[config.mk]
export PLATFORM = sky130hd
export DESIGN_NAME = serial_sign_magnitude_decoder_flat
export DESIGN_NICKNAME = d
export VERILOG_FILES = /design/src/rtl/serial_sign_magnitude_decoder_pkg.sv /design/src/rtl/serial_sign_magnitude_decoder_if.sv /design/src/rtl/serial_sign_magnitude_decoder_complement_cell.sv /design/src/rtl/serial_sign_magnitude_decoder.sv /design/src/flat_wrapper.sv
export SDC_FILE = /design/constraint.sdc
export NUM_CORES = 1
export LEC_CHECK = 0
export BUFFER_PORTS_ARGS = -buffer_cell sky130_fd_sc_hd__buf_2
export CORE_AREA = 5 5 42 44
export CTS_CLUSTER_DIAMETER = 80
export DETAILED_ROUTE_END_ITERATION = 10
export DIE_AREA = 0 0 47 49
export GPL_ROUTABILITY_DRIVEN = 0
export GPL_TIMING_DRIVEN = 0
export PLACE_DENSITY = 0.7
export SLEW_MARGIN = 20
export SYNTH_ARGS = -nofsm -noshare
export SYNTH_HDL_FRONTEND = slang
export SYNTH_HIERARCHICAL = 1
export SYNTH_SLANG_ARGS = --single-unit
[constraint.sdc]
create_clock -name clk -period 1.65 [get_ports clk]
set_input_delay 0.165 -clock clk [delete_from_list [all_inputs] [get_ports clk]]
set_output_delay 0.165 -clock clk [all_outputs]
set_load 0.01 [all_outputs]
[src/rtl/serial_sign_magnitude_decoder_pkg.sv]
// Shared types and constants for the serial sign-magnitude decoder.
// The optional SMD_MINVAL_FLAG_EN build flag is handled in the interface and top.
package smd_pkg;

  localparam int unsigned WIDTH_DEFAULT = 4;

  typedef enum logic [1:0] {
    IDLE  = 2'b00,
    SHIFT = 2'b01,
    DONE  = 2'b10
  } state_e;

  // Ceiling log2, used to size the bit counter
  function automatic int unsigned clog2(input int unsigned v);
    int unsigned r;
    r = 0;
    for (int i = 0; i < 32; i++) begin
      if ((64'(1) << i) < 64'(v)) r = 32'(i + 1);
    end
    return r;
  endfunction

endpackage

[src/rtl/serial_sign_magnitude_decoder_if.sv]
// Input word and output result handshakes of the serial sign-magnitude decoder.
// SMD_MINVAL_FLAG_EN adds the out_minval flag to the result side.
interface serial_sign_magnitude_decoder_if
  import smd_pkg::*;
#(
  parameter int unsigned WIDTH = WIDTH_DEFAULT
);

  logic             in_valid;
  logic             in_ready;
  logic [WIDTH-1:0] in_data;
  logic             out_valid;
  logic             out_ready;
  logic             out_sign;
  logic [WIDTH-1:0] out_mag;
`ifdef SMD_MINVAL_FLAG_EN
  logic             out_minval;
`endif

  modport master (
    output in_valid, in_data, out_ready,
    input  in_ready, out_valid, out_sign, out_mag
`ifdef SMD_MINVAL_FLAG_EN
    , input out_minval
`endif
  );

  modport slave (
    input  in_valid, in_data, out_ready,
    output in_ready, out_valid, out_sign, out_mag
`ifdef SMD_MINVAL_FLAG_EN
    , output out_minval
`endif
  );

endinterface

[src/rtl/serial_sign_magnitude_decoder_complement_cell.sv]
// Per-bit two's-complement negation rule: copy bits up to and including the
// first one, invert every bit after it (only when the word is negative).
module serial_complement_cell (
  input  logic b,
  input  logic sign,
  input  logic seen_one,
  output logic r,
  output logic next_seen_one
);

  assign r             = (sign & seen_one) ? ~b : b;
  assign next_seen_one = seen_one | (sign & b);

endmodule

[src/rtl/serial_sign_magnitude_decoder.sv]
// Bit-serial two's-complement to sign-magnitude converter, LSB first, one bit per clock.
// Defining SMD_MINVAL_FLAG_EN adds out_minval, flagging the most negative input.
module serial_sign_magnitude_decoder
  import smd_pkg::*;
#(
  parameter int unsigned WIDTH = WIDTH_DEFAULT
) (
  input  logic                           clk,
  input  logic                           reset,
  serial_sign_magnitude_decoder_if.slave bus
);

  localparam int unsigned CW = clog2(WIDTH);
  localparam logic [WIDTH-1:0] MINVAL = {1'b1, {(WIDTH-1){1'b0}}};

  state_e           state, state_n;
  logic [WIDTH-1:0] shreg;
  logic [WIDTH-1:0] mag_q;
  logic [WIDTH-1:0] mag_n;
  logic [CW-1:0]    cnt;
  logic             sign_q;
  logic             seen_q;
  logic             in_ready_q;
  logic             out_valid_q;
  logic             r_c;
  logic             seen_n_c;
  logic             accept_c;
  logic             last_c;

  assign accept_c = (state == IDLE) && bus.in_valid;
  assign last_c   = (state == SHIFT) && (cnt == CW'(WIDTH - 1));

  serial_complement_cell u_cell (
    .b             (shreg[0]),
    .sign          (sign_q),
    .seen_one      (seen_q),
    .r             (r_c),
    .next_seen_one (seen_n_c)
  );

  // Result bits enter at the MSB so the first (LSB) bit lands at bit 0 after WIDTH shifts
  assign mag_n = {r_c, mag_q[WIDTH-1:1]};

  always_comb begin
    state_n = state;
    unique case (state)
      IDLE:    if (bus.in_valid)  state_n = SHIFT;
      SHIFT:   if (last_c)        state_n = DONE;
      DONE:    if (bus.out_ready) state_n = IDLE;
      default:                    state_n = IDLE;
    endcase
  end

  // State register and handshake outputs, decoded from the next state
  always_ff @(posedge clk) begin
    if (reset) begin
      state       <= IDLE;
      in_ready_q  <= 1'b1;
      out_valid_q <= 1'b0;
    end else begin
      state       <= state_n;
      in_ready_q  <= (state_n == IDLE);
      out_valid_q <= (state_n == DONE);
    end
  end

  always_ff @(posedge clk) begin
    if (reset) begin
      shreg  <= '0;
      mag_q  <= '0;
      cnt    <= '0;
      sign_q <= 1'b0;
      seen_q <= 1'b0;
    end else if (accept_c) begin
      shreg  <= bus.in_data;
      mag_q  <= '0;
      cnt    <= '0;
      sign_q <= bus.in_data[WIDTH-1];
      seen_q <= 1'b0;
    end else if (state == SHIFT) begin
      shreg  <= shreg >> 1;
      mag_q  <= mag_n;
      cnt    <= cnt + CW'(1);
      seen_q <= seen_n_c;
    end
  end

`ifdef SMD_MINVAL_FLAG_EN
  logic minval_q;

  // Evaluated on the final shift edge so it is valid together with out_valid
  always_ff @(posedge clk) begin
    if (reset) begin
      minval_q <= 1'b0;
    end else if (accept_c) begin
      minval_q <= 1'b0;
    end else if (last_c) begin
      minval_q <= sign_q && (mag_n == MINVAL);
    end
  end

  assign bus.out_minval = minval_q;
`endif

  assign bus.in_ready  = in_ready_q;
  assign bus.out_valid = out_valid_q;
  assign bus.out_sign  = sign_q;
  assign bus.out_mag   = mag_q;

endmodule
[src/flat_wrapper.sv]
// flat-port wrapper written by rule: the top's interface ports become plain ports
module serial_sign_magnitude_decoder_flat import smd_pkg::*;
#(
  parameter int unsigned WIDTH = WIDTH_DEFAULT
)
  (clk, reset, bus_in_valid, bus_in_data, bus_out_ready, bus_in_ready, bus_out_valid, bus_out_sign, bus_out_mag);
  serial_sign_magnitude_decoder_if #(.WIDTH(WIDTH)) bus_i ();
  input  logic clk;
  input  logic reset;
  input wire logic [$bits(bus_i.in_valid)-1:0] bus_in_valid;
  input wire logic [$bits(bus_i.in_data)-1:0] bus_in_data;
  input wire logic [$bits(bus_i.out_ready)-1:0] bus_out_ready;
  output wire logic [$bits(bus_i.in_ready)-1:0] bus_in_ready;
  output wire logic [$bits(bus_i.out_valid)-1:0] bus_out_valid;
  output wire logic [$bits(bus_i.out_sign)-1:0] bus_out_sign;
  output wire logic [$bits(bus_i.out_mag)-1:0] bus_out_mag;
  assign bus_i.in_valid = bus_in_valid;
  assign bus_i.in_data = bus_in_data;
  assign bus_i.out_ready = bus_out_ready;
  assign bus_in_ready = bus_i.in_ready;
  assign bus_out_valid = bus_i.out_valid;
  assign bus_out_sign = bus_i.out_sign;
  assign bus_out_mag = bus_i.out_mag;
  serial_sign_magnitude_decoder #(.WIDTH(WIDTH)) u_core (.clk(clk), .reset(reset), .bus(bus_i));
endmodule
## After elaboration in Yosys (flattened, before gate mapping)

Cells that the tools add are included.

- Output and inout bits: 7
- Input bits: 8
- Word-level logic and storage cells: 30
- Bits in registers: 16

- Add/subtract/negate cells: 1
- Mux-type cells: 7
- Bitwise logic cells: 4
- Equality and inequality tests: 4
- Reductions and logical operators: 6

Operators with widths:

| cell | count |
|---|---|
| 4-bit two-way mux | 2 |
| 2-bit equality test (second input constant) | 3 |
| 2-bit two-way mux | 3 |
| 2-bit one-hot mux with 3 select lines | 1 |
| 2-bit zero test | 2 |
| 2-bit by 1-bit adder with 2-bit output (second input constant) | 1 |
| 1-bit bitwise AND | 2 |
| 2-bit by 1-bit equality test with 1-bit output (second input constant) | 1 |
| 1-bit logical AND | 2 |
| 2-bit nonzero test | 1 |
| 2-bit OR reduction | 1 |
| 1-bit two-way mux | 1 |
| 1-bit inverter | 1 |
| 1-bit bitwise OR | 1 |

## Longest topological paths before layout

- Word-level depth: 5
- Mapped depth: 4
- Mapped depth without buffers: 4

## Modules after synthesis

The synthesis kept the hierarchy.

By module, submodules not included:

| module | area an instance (µm²) | cells an instance | times used | seq. area each (µm²) |
|---|---|---|---|---|
| serial_sign_magnitude_decoder | 606.8 | 61 | 1 | 320.3 |
| serial_complement_cell | 21.3 | 3 | 1 | 0.0 |

## Worst setup path after synthesis

No wires, ideal clock.

- Kind: reg2reg
- Start point: register u_core.state[0]
- End point: register u_core.shreg[0]
- Cell stages (with the launch flop): 4
- Period minus slack after synthesis: 1,165 ps
- Setup slack: 485 ps
- Arrival: 1,046 ps
- Setup time: 119 ps
- Required time: 1,531 ps
- Buffers on the path: 1
- Cell sequence: dfxtp_1 or3b_1 buf_2 o221a_1

- Word-level cells in the longest chain between the ends: 3
- Elaborated cells between the ends (all ways): 5
- Classes of those cells: eq/ne: 1; mux: 1; reduce/logical: 3

Ends and longest elaborated chain:

| element | RTL line | source |
|---|---|---|
| from (decl) | serial_sign_magnitude_decoder.sv:16 | `state_e state, state_n;` |
| from (signal assigned) | serial_sign_magnitude_decoder.sv:61 | `state <= state_n;` |
| 2-bit zero test | serial_sign_magnitude_decoder.sv:30 | `assign accept_c = (state == IDLE) && bus.in_valid;` |
| 1-bit logical AND | serial_sign_magnitude_decoder.sv:30 |  |
| 4-bit two-way mux or 2-bit nonzero test (tied branches) | - |  |
| to (signal assigned) | serial_sign_magnitude_decoder.sv:75 | `shreg <= bus.in_data;` |
| to (signal assigned) | serial_sign_magnitude_decoder.sv:81 | `shreg <= shreg >> 1;` |
| to (decl) | serial_sign_magnitude_decoder.sv:17 | `logic [WIDTH-1:0] shreg;` |

Parallel ways exist; a longest one is shown, timed or not.
A chain may end at the register's enable or synchronous reset.

## Worst setup path after layout

Ends and elaborated chain as after synthesis.

==> results.ini <==
[synth]
synth_edf_count=0
synth_top_flop_cell=dfxtp_1
synth_top_cell_area_share_pct=51.0
yosys.area.top_type=dfxtp_1
synth_cell_type_count=23
syn_area_um2=628
syn_area_per_cell_um2=9.81
synth_async_sr_flop_share_pct=0
yosys-top-cells-area=dfxtp_1 51%, a22oi_1 7.2%, nor2_1 7.2%
ys_ff_latch=16
yosysWarningCount=6
synth_nets=73
synth.yosys.seq_area_share_pct=51.0
synthCells=64

[global_route]
grt_overflow=0
grt_usage_pct=12.9
antenna_found_initial=0
grt_pass1_wl_um=2120
grt_max_degree=11
grt_pass1_vias=486

[floorplanning]
core_mm2=0.00140
fp-row-count=14
die_w_um=47
ioPinCount=15
die_y_um=49
start_util_pct=44.8
die_area_mm2=0.00230

[min_path]
whs_endpoint=u_core/state[1]
worstHoldPathCells=2
hold_class=in -> reg
hold_start=reset

[worst_setup_path]
r2r_slack_ps=410
end_kind=flop
r2r-start=u_core/state[0]
rr_endpoint=u_core/shreg[0]
crit_arrival_ps=1430
ff2ff_path_depth=3
critPathKind=reg -> reg
crit_required_ps=1840
crit_fanout=8
startpoint_type=flop

[power_and_ir_drop]
seqPwrFrac_pct=55.3
combPwrFrac_pct=10.5
p_clk_share_pct=34.2
intPower_w=0.000578
power_w=0.000756
powerDensity_mw_per_mm2=1000
leakage_nw=0.338
switching_share_pct=23.6
switchingPower_w=0.000178
irDropWorstVdd_mv=0.606

[route]
vias_per_cell=5.09
wire_per_inst_um=11.7
ant_nets=0
wirelength_um=1150
drc=0
drt_iter0_drc=8
dr.pass1.iters=4
dr_total_vias=499

[cells_and_area]
final_util_pct=53.8
regArea_um2=320
layout-drive-gt1-share_pct=29.3
final_nets=92
fillCellCount=135
final_cell_mix=16 x buf_2, 16 x dfxtp_1, 12 x nor2_1
area_growth_pct=20.1
diodes=0
multi_input_area_um2=279

[clock_network]
post_cts_buffers=0
clk_pin_slew_ps=90
htreeDepth=1
clock-sinks=16
cts.repair.resized=0
cts_tree=done
clock_latency_ps=290
cts_hold_buffers=0
cts_buffers=3
clockRootBuffer=clkbuf_4
clockBufferDepth=2

[timing]
hold_viol_final=0
setup_tns_ps=0
clock.fmax_mhz=807
fin_crit_sh_pct=75.1
rsz0062_at_grt=no
finalSetupViolCount=0
fin_skew_ps=0.816
timing.final.ws_setup_ps=410
drv_slew=0
relSlewSlack_pct=73.2
tightest_slew_ps=402
fin_crit_ps=1240

[run_status]
status=finished, final reports clean

[placed_design]
dpl_worst_slack_ps=431
post-dp-hpwl_um=823
io_buffers=14

[job]
cap_viol_max_count=0

[how the worst max path moves through the flow]
stage / startpoint / endpoint / cells past startpoint
2_1_floorplan: u_core/state[0] / u_core/shreg[0] / 3
3_3_place_gp: u_core/state[0] / u_core/shreg[0] / 3
3_5_place_dp: u_core/state[0] / u_core/shreg[2] / 3
4_1_cts: u_core/state[0] / u_core/shreg[0] / 3
5_1_grt: u_core/state[1] / u_core/bus.in_ready / 3
6_report: u_core/state[0] / u_core/shreg[0] / 3
[registers in the layout (all words and copies together), names as in the netlist]
name,count
u_core/bus.in_ready,1
u_core/bus.out_valid,1
u_core/cnt,2
u_core/bus.out_sign,1
u_core/bus.out_mag,4
u_core/state,2
u_core/shreg,4
u_core/seen_q,1
[metal layers]
metal	global-route usage (%)	vias to the layer above	share of wire (%)
li1	-	260	-
met1	16.9	224	48
met2	16.3	11	43
met3	3.69	4	6.0
met4	11.1	0	3.6
met5	0	-	0
[stage by stage]
step / instance area (um^2) / std cells / hold WS (ps)
6_report: 754 / 98 / 107
5_1_grt: 754 / 98 / 106
4_1_cts: 754 / 98 / 100
3_5_place_dp: 718 / 94 / 420
3_3_place_gp: 718 / 94 / 416
2_1_floorplan: 628 / 64 / 233
[power groups by stage]
stage | logic, W | clock network (W) | registers, W
final | 0.0000794 | 0.000259 | 0.000418
after floorplan | 0.0000529 | 0 | 0.000427
after CTS | 0.0000814 | 0.000269 | 0.000418
after global routing | 0.0000902 | 0.000298 | 0.000421
after global placement | 0.0000799 | 0 | 0.000426
after detailed placement | 0.0000814 | 0 | 0.000427
[synthesized netlist by cell type (2+ instances only)]
library cell,count
inv_1,4
o221a_1,3
mux2i_1,2
nor2_1,12
a21oi_1,4
buf_2,2
dfxtp_1,16
a22oi_1,6
[critical path: stages (launching register included)]
cell,delay (ps)
dfxtp_1,380
or3b_1,380
buf_2,160
o221a_1,220
[logic make-up (layout without fill, tap and decap cells)]
kind of cell	Yosys count	in the layout	share of synthesized area, %
AOI/OAI and AO/OA	18	18	22.9
xor gates and xnor gates	1	1	1.39
adders and majority gates	1	1	1.99
buffers and inverters	7	25	4.58
DFF	16	16	51.0
muxes	2	2	3.19
and+or+nand+nor	19	19	14.9
[cell type report]
class,count,area share [%]
plain buffers,3,1.82
flip-flops and latches,16,42.5
inverters,4,1.99
multi-input cells,41,37.0
repair buffers,14,9.29
clock buffers,4,4.81
well taps,16,2.65
Note: power is estimated with default switching activity, not from simulation.
